File: src/rtl/lcd_bus_writer.sv
// -----------------------------------------------------------------------------
// lcd_bus_writer
//
// HD44780-style character-LCD write engine. Takes one byte plus register
// select per request from the init/text sequencer and drives the LCD pins
// with programmable setup / enable-high / hold timing, followed by an
// execution wait (long wait for clear/home commands 0x01-0x03).
//
// Handshake: i_cs is a single-cycle-or-held request that is sampled only while
// the engine is IDLE (o_busy low). o_busy acts as "not ready": any i_cs seen
// while o_busy is high is dropped, nothing is queued. o_done pulses for one
// cycle on the final busy cycle; o_busy falls on the following cycle.
//
// Optional feature (macro LCD_WRITER_BUSYPOLL_EN): the fixed execution wait is
// replaced by busy-flag polling (RW=1, pads released) with a timeout of
// P_CNT_EXEC_LONG cycles. Without the macro i_lcd_data is ignored, RW is
// always 0 and the pad output enable is always 1.
//
// Parameters:
//   P_BUS_WIDTH      LCD data bus width, 4 or 8
//   P_CNT_SETUP      cycles RS/RW/data are stable before E rises
//   P_CNT_E_HIGH     cycles E is high per pulse
//   P_CNT_HOLD       cycles RS/RW/data are held after E falls
//   P_CNT_EXEC       execution wait after a normal write
//   P_CNT_EXEC_LONG  execution wait after clear/home, and busy-poll timeout
//
// Ports:
//   i_clk        clock, rising edge
//   i_reset      asynchronous active-high reset
//   i_cs         write request
//   i_RS         register select of the request (0 command, 1 data)
//   i_data       byte to write
//   i_lcd_data   LCD data pin read-back (busy polling only)
//   o_busy       engine not IDLE
//   o_done       one-cycle completion pulse
//   o_r_RW       LCD RW pin
//   o_r_RS       LCD RS pin
//   o_r_E        LCD E pin
//   o_r_data     LCD data pins
//   o_r_data_oe  pad output enable for o_r_data
//   o_dbg_state  current FSM state (debug)
// -----------------------------------------------------------------------------
module lcd_bus_writer #(
  parameter int P_BUS_WIDTH     = 8,
  parameter int P_CNT_SETUP     = 4,
  parameter int P_CNT_E_HIGH    = 32,
  parameter int P_CNT_HOLD      = 4,
  parameter int P_CNT_EXEC      = 12_500,
  parameter int P_CNT_EXEC_LONG = 250_000
) (
  input  logic                   i_clk,
  input  logic                   i_reset,
  input  logic                   i_cs,
  input  logic                   i_RS,
  input  logic [7:0]             i_data,
  input  logic [P_BUS_WIDTH-1:0] i_lcd_data,
  output logic                   o_busy,
  output logic                   o_done,
  output logic                   o_r_RW,
  output logic                   o_r_RS,
  output logic                   o_r_E,
  output logic [P_BUS_WIDTH-1:0] o_r_data,
  output logic                   o_r_data_oe,
  output logic [2:0]             o_dbg_state
);

  if (P_BUS_WIDTH != 4 && P_BUS_WIDTH != 8) begin : g_bad_width
    $error("lcd_bus_writer: P_BUS_WIDTH must be 4 or 8");
  end

  localparam logic [2:0] S_IDLE     = 3'd0;
  localparam logic [2:0] S_SETUP    = 3'd1;
  localparam logic [2:0] S_E_HIGH   = 3'd2;
  localparam logic [2:0] S_HOLD     = 3'd3;
  localparam logic [2:0] S_EXEC     = 3'd4;
  localparam logic [2:0] S_P_SETUP  = 3'd5;
  localparam logic [2:0] S_P_E_HIGH = 3'd6;
  localparam logic [2:0] S_P_HOLD   = 3'd7;

  // Last counter value of each phase: a phase of N cycles counts 0..N-1.
  localparam logic [23:0] L_SETUP = 24'(P_CNT_SETUP - 1);
  localparam logic [23:0] L_E     = 24'(P_CNT_E_HIGH - 1);
  localparam logic [23:0] L_HOLD  = 24'(P_CNT_HOLD - 1);
  localparam logic [23:0] L_X     = 24'(P_CNT_EXEC - 1);
  localparam logic [23:0] L_XL    = 24'(P_CNT_EXEC_LONG - 1);

  logic [2:0]             state;
  logic [23:0]            cnt;
  logic [7:0]             byte_q;
  logic                   second_q;   // second (low-nibble) pulse in progress
  logic [23:0]            phase_last;
  logic                   phase_end;
  logic                   last_pulse;
  logic                   exec_long;
  logic [P_BUS_WIDTH-1:0] hi_part;
  logic [P_BUS_WIDTH-1:0] lo_part;

  if (P_BUS_WIDTH == 8) begin : g_w8
    assign hi_part = i_data;
    assign lo_part = byte_q;
  end else begin : g_w4
    assign hi_part = i_data[7:4];
    assign lo_part = byte_q[3:0];
  end

  // Clear display / return home need the long execution time.
  assign exec_long  = !o_r_RS && (byte_q[7:2] == 6'd0) && (byte_q[1:0] != 2'd0);
  assign last_pulse = (P_BUS_WIDTH == 8) || second_q;

  always_comb begin
    phase_last = '0;
    case (state)
      S_SETUP, S_P_SETUP:   phase_last = L_SETUP;
      S_E_HIGH, S_P_E_HIGH: phase_last = L_E;
      S_HOLD, S_P_HOLD:     phase_last = L_HOLD;
      S_EXEC:               phase_last = exec_long ? L_XL : L_X;
      default:              phase_last = '0;
    endcase
  end

  assign phase_end   = (cnt == phase_last);
  assign o_busy      = (state != S_IDLE);
  assign o_dbg_state = state;

`ifdef LCD_WRITER_BUSYPOLL_EN
  logic [23:0] poll_cnt;   // total cycles spent polling
  logic        flag_q;     // busy flag from the first pulse of the last poll
  logic        poll_active;

  assign poll_active = (state == S_P_SETUP) || (state == S_P_E_HIGH) || (state == S_P_HOLD);
  assign o_done = poll_active &&
                  ((poll_cnt == L_XL) ||
                   ((state == S_P_HOLD) && phase_end && last_pulse && !flag_q));
`else
  logic unused_lcd;
  assign unused_lcd = ^i_lcd_data;
  assign o_done = (state == S_EXEC) && phase_end;
`endif

  always_ff @(posedge i_clk or posedge i_reset) begin
    if (i_reset) begin
      state       <= S_IDLE;
      cnt         <= '0;
      byte_q      <= '0;
      second_q    <= 1'b0;
      o_r_RW      <= 1'b0;
      o_r_RS      <= 1'b0;
      o_r_E       <= 1'b0;
      o_r_data    <= '0;
      o_r_data_oe <= 1'b1;
`ifdef LCD_WRITER_BUSYPOLL_EN
      poll_cnt    <= '0;
      flag_q      <= 1'b0;
`endif
    end else begin
      cnt <= cnt + 24'd1;
`ifdef LCD_WRITER_BUSYPOLL_EN
      if (poll_active) poll_cnt <= poll_cnt + 24'd1;
`endif
      case (state)
        S_IDLE: begin
          cnt <= '0;
          if (i_cs) begin
            state    <= S_SETUP;
            byte_q   <= i_data;
            second_q <= 1'b0;
            o_r_RS   <= i_RS;
            o_r_data <= hi_part;
          end
        end
        S_SETUP: if (phase_end) begin
          state <= S_E_HIGH;
          cnt   <= '0;
          o_r_E <= 1'b1;
        end
        S_E_HIGH: if (phase_end) begin
          state <= S_HOLD;
          cnt   <= '0;
          o_r_E <= 1'b0;
        end
        S_HOLD: if (phase_end) begin
          cnt <= '0;
          if (!last_pulse) begin
            state    <= S_SETUP;
            second_q <= 1'b1;
            o_r_data <= lo_part;
          end else begin
`ifdef LCD_WRITER_BUSYPOLL_EN
            state       <= S_P_SETUP;
            second_q    <= 1'b0;
            poll_cnt    <= '0;
            o_r_RS      <= 1'b0;
            o_r_RW      <= 1'b1;
            o_r_data_oe <= 1'b0;
`else
            state <= S_EXEC;
`endif
          end
        end
        S_EXEC: if (phase_end) begin
          state <= S_IDLE;
          cnt   <= '0;
        end
`ifdef LCD_WRITER_BUSYPOLL_EN
        S_P_SETUP: if (phase_end) begin
          state <= S_P_E_HIGH;
          cnt   <= '0;
          o_r_E <= 1'b1;
        end
        S_P_E_HIGH: if (phase_end) begin
          state <= S_P_HOLD;
          cnt   <= '0;
          o_r_E <= 1'b0;
          // In 4-bit mode the second pulse only completes the read cycle.
          if (!second_q) flag_q <= i_lcd_data[P_BUS_WIDTH-1];
        end
        S_P_HOLD: if (phase_end) begin
          state    <= S_P_SETUP;
          cnt      <= '0;
          second_q <= !last_pulse;
        end
`endif
        default: begin
          state <= S_IDLE;
          cnt   <= '0;
        end
      endcase
`ifdef LCD_WRITER_BUSYPOLL_EN
      // Flag clear or timeout: finish and hand the bus back to write mode.
      if (o_done) begin
        state       <= S_IDLE;
        cnt         <= '0;
        o_r_E       <= 1'b0;
        o_r_RW      <= 1'b0;
        o_r_data_oe <= 1'b1;
      end
`endif
    end
  end

endmodule

File: config.mk
export PLATFORM = sky130hd
export DESIGN_NAME = lcd_bus_writer
export DESIGN_NICKNAME = d
export VERILOG_FILES = /design/src/rtl/lcd_bus_writer.sv
export SDC_FILE = /design/constraint.sdc
export NUM_CORES = 1
export LEC_CHECK = 0
export BUFFER_PORTS_ARGS = -buffer_cell sky130_fd_sc_hd__buf_2
export CAP_MARGIN = 40
export CORE_UTILIZATION = 25
export CTS_CLUSTER_DIAMETER = 50
export DETAILED_ROUTE_END_ITERATION = 6
export PLACE_DENSITY = 0.4
export SYNTH_ARGS = -nofsm -noshare
export SYNTH_HDL_FRONTEND = slang
export SYNTH_SLANG_ARGS = --single-unit
File: constraint.sdc
create_clock -name i_clk -period 3.4 [get_ports i_clk]
set_clock_uncertainty 0.1 [all_clocks]
set_input_delay 0.51 -clock i_clk [delete_from_list [all_inputs] [get_ports i_clk]]
set_output_delay 0.51 -clock i_clk [all_outputs]
set_load 0.03 [all_outputs]
* Word-level counts from Yosys, hierarchy flattened
Cells that the tools add are included.
Word-level totals: output and inout port bits 17, register bits 37, word-level logic and storage cells 47
Operators by class: eq/ne operators 13, reductions and logical operators 15, mux-type cells 13, add/sub/neg operators 1
Operators with widths (count):
- 18-bit one-hot mux with 3 select lines | 1
- 24-bit two-way mux | 2
- 24-bit by 1-bit adder with 24-bit output, second input constant | 1
- 24-bit equality test | 1
- 18-bit two-way mux | 1
- 3-bit two-way mux | 5
- 3-bit one-hot mux with 5 select lines | 1
- 3-bit equality test, second input constant | 4
- 2-bit != test, second input constant | 5
- 4-bit OR reduction | 2
- 3-bit by 2-bit equality test with 1-bit output, second input constant | 2
- 6-bit logical NOT | 1
- 5-bit AND reduction | 1
- 2-bit nonzero test | 2
- 3-bit by 1-bit equality test with 1-bit output, second input constant | 1
- 1-bit logical AND | 3
- 3-bit logical NOT | 1
- 3-bit AND reduction | 1
- 3-bit nonzero test | 1
- 1-bit two-way mux | 2
- 1-bit one-hot mux with 2 select lines | 1
- 2-bit AND reduction | 1
- 2-bit OR reduction | 1
- 1-bit logical NOT | 1

* Logic depth before layout (Yosys ltp)
depth in word-level cells 8, gate-level depth with buffers 8, gate-level depth less buffers 6

* Worst setup path after synthesis
OpenSTA, ideal clock, no wires.
kind register to output, start register state[2], in the netlist o_dbg_state[2], end output o_done, stages on the path, launching flop included 8, setup slack 0.596 ns, path buffers 1, data arrival time 2.194 ns, data required time 2.790 ns, cell sequence dfrtp_1 > buf_4 > or3b_1 > a31oi_1 > mux2i_1 > and3_1 > nand2_2 > nor2_1
Between the ends: cells in the longest elaborated chain, start to end 5, elaborated cells on any way between the ends 12, classes of those cells eq/ne (8); mux (1); reduce/logical (3)
RTL lines:
- from (decl) | line 87 | logic [2:0] state;
- from (signal assigned) | line 142 | state <= S_IDLE;
- from (signal assigned) | line 164 | state <= S_SETUP;
- from (signal assigned) | line 172 | state <= S_E_HIGH;
- 3-bit by 2-bit equality test with 1-bit output (tied with other cells) | line 112 | case (state)
- 4-bit OR reduction (no source line) or 2-bit OR reduction (tied branches)
- 18-bit one-hot mux with 3 select lines | line 112
- 24-bit equality test | line 121 | assign phase_end = (cnt == phase_last);
- 1-bit logical AND * | line 137 | assign o_done = (state == S_EXEC) && phase_end;
- to (decl) | line 58 | output logic o_done,
Every way passes the cells marked *; elsewhere a longest branch is shown, timed or not.

* Final worst setup path
start register state[0], in the netlist o_dbg_state[0], end output o_done
The elaborated chain is that of the path after synthesis.

==> results.cfg <==
[global_routing]
grt_pass1_vias = 1508
antenna_found_initial = 0
grt_max_degree = 38
globalRouteTotalUtil = 0.113
grt_first_pass_wirelength_um = 7660
grt_overflow = 0

[yosys]
synth-seq-area-share = 0.451
synth_flop_cell = dfrtp_1
synth_area_um2 = 2050
synth_compound_gate_area_share = 0.0823
synth_edf_count = 0
synth_mux_area_frac = 0.0646
synthAdderAreaFrac = 0.00609
synthSimpleGateAreaFrac = 0.255
synth.distinct_cells = 47
yosys_warnings = 2
synth_top_family_by_area = simple AND/OR/NAND/NOR gates
synth_cells = 203
syn_avg_cell_area_um2 = 10.1
ys_ff_latch = 37
synth-xor-area-share = 0.0938
synth-async-reset-ratio = 1.00

[placement]
placed_cells = 323
dp.final_hpwl_um = 3110
gp_congestion = 0.701
port_buffers = 26

[detailed_routing]
drt_wl_total_um = 4380
drtIter0Drc = 75
vias = 1526
routedWlPerCell_um = 13.2
drc = 0
first_pass_iters = 4
via_per_inst = 4.61
antenna_left = 0

[final_layout]
final.fill_count = 863
final_cell_mix = dfrtp_1, nor2_1, buf_2
fin_cells = 331
multi_input_area_um2 = 1040
drive_gt1_frac = 0.253
nets = 249
regArea_um2 = 926
antenna_cells = 0
layout_commonest_cell = dfrtp_1
syn_to_final_growth_pct = 13.8

[run_status]
status = completed

[pwr]
vdd_drop_max_mv = 0.252
power_density_nw_per_um2 = 737
p_leak_nw = 1.02

[critical_path]
critPathTopFamily = simple AND/OR/NAND/NOR gates
arrival_ns = 2.37
worstPathCellList = or3b_1 > a31oi_1 > mux2i_1 > and3_1 > nand2_2 > nor2_1 > buf_2
startpoint_type = flip-flop
crit_slowest_cell = dfrtp_1
critical_path.max_fanout = 11
path_buf_inv = 1
crit_type = reg2out
worstPathRequired_ns = 2.79
path_depth = 7
r2r_cells = 6
rrSetupSlack_ns = 0.83
setup.worst_path.end_class = primary output
slowest_delay_ns = 0.52

[clock_network]
cts_tree = yes
cts.sinks = 37
ctsHoldBuffers = 0
numCtsBuffers = 5
clock_path_buffers = 2
clk_pin_slew_ns = 0.08
clock_latency_ns = 0.28
ctsHtreeMaxLevel = 2
post_cts_buffers = 0
cts_resized = 0
cts-root-buf = clkbuf_8

[sta]
worstMarginPinSlew_ns = 0.640
fmax_mhz = 336
setup_viol_count_final = 0
finalHoldViolations = 0
drv_slew = 0
slew_headroom = 0.572
fin_crit_ns = 2.98
finalCritPeriodShare = 0.876
rsz0062_at_grt = false
fin_setup_tns_ns = 0

[job]
maxCapViolCount = 0

[floorplanning]
die_x_um = 92.6
core-area_um2 = 7850
die_area_um2 = 8580
die_y_um = 92.6
start_util = 0.262
pin_count = 37
rows = 32

[hold_path]
worst_hold_path_type = in2async
[sequential cells by signal, indices dropped and copies added (netlist names)]
signal       cells
cnt             24
o_dbg_state      3
o_r_E            1
o_r_RS           1
o_r_data         8
[worst paths after layout]
path                                 from     endpoint
max in group asynchronous         i_reset       cnt[4]
setup / recovery           o_dbg_state[0]       o_done
hold reg to reg                    cnt[0]       cnt[0]
hold / removal                    i_reset  o_r_data[6]
min in group i_clk              i_data[7]  o_r_data[7]
setup reg to reg           o_dbg_state[0]       cnt[7]
[per-layer routing]
layer | routed length (um) | vias up | track usage | share of wire
met5 | 0 | - | 0 | 0
met4 | 0 | 0 | 0.0269 | 0
met3 | 118 | 0 | 0.0279 | 0.027
met2 | 2010 | 21 | 0.165 | 0.46
met1 | 2250 | 751 | 0.166 | 0.51
li1 | - | 754 | - | -
[per-stage QoR]
step                setup slack, ns  hold WS (ns)  power (W)  utilization  area, um2
CTS                           0.394         0.242    0.00176        0.298       2340
finish                        0.420         0.225    0.00172        0.298       2340
global placement              0.701         0.379    0.00143        0.286       2240
detailed placement            0.714         0.382    0.00142        0.286       2240
global route                  0.209         0.272    0.00187        0.298       2340
floorplan                     0.596         0.351    0.00129            -       2060
[power by group]
part	internal (W)	total, W	switching, W
registers	0.000533	0.000653	0.000120
logic	0.000255	0.000742	0.000487
clock network	0.000165	0.000328	0.000164
total	0.000952	0.00172	0.000771
[synth_stat cells (2+ instances only)]
library cell | count | area (um2)
dfrtp_1 | 37 | 926
and2_1 | 4 | 25.0
buf_2 | 2 | 10.0
nor4_1 | 2 | 12.5
mux2i_1 | 2 | 20.0
a31oi_1 | 2 | 12.5
inv_1 | 3 | 11.3
xnor2_1 | 7 | 61.3
nor2_1 | 30 | 113
nand2_1 | 11 | 41.3
a21oi_1 | 5 | 25.0
nand2b_1 | 3 | 18.8
nand3_2 | 2 | 20.0
buf_6 | 4 | 45.0
buf_4 | 3 | 22.5
nand3_1 | 9 | 45.0
nor3_1 | 4 | 20.0
or2_2 | 2 | 12.5
o31ai_1 | 3 | 22.5
o21ai_0 | 4 | 20.0
nand4_1 | 7 | 43.8
mux2_2 | 9 | 101
nor2_2 | 2 | 12.5
xor2_1 | 15 | 131
and4_1 | 2 | 17.5
and3_1 | 7 | 43.8
nor2b_1 | 2 | 12.5
[kinds of logic (layout without fill, tap and decap cells)]
logic type / count (synthesis) / after routing
compound gates: 22 / 22
xor+xnor: 22 / 22
fa+ha+maj: 1 / 1
buf+inv: 13 / 38
flops: 37 / 37
mux: 12 / 12
other cells: 1 / 2
simple gates: 95 / 95
[final cells by class]
cell class | count | share of cell area
inverter | 3 | 0.00482
sequential | 37 | 0.396
clock buffer | 6 | 0.0353
tap | 102 | 0.0546
timing repair buffer | 27 | 0.0589
clock inverter | 2 | 0.00589
multi-input combinational | 154 | 0.444
[worst register-to-register path: stages, from the launching register on]
cell and delay [ns]:
dfrtp_1 0.52, or3b_1 0.45, a31oi_1 0.21, mux2i_1 0.27, nand3_2 0.18, o21ai_4 0.58, nor2_1 0.12
Power figures use the tool's default switching activity.
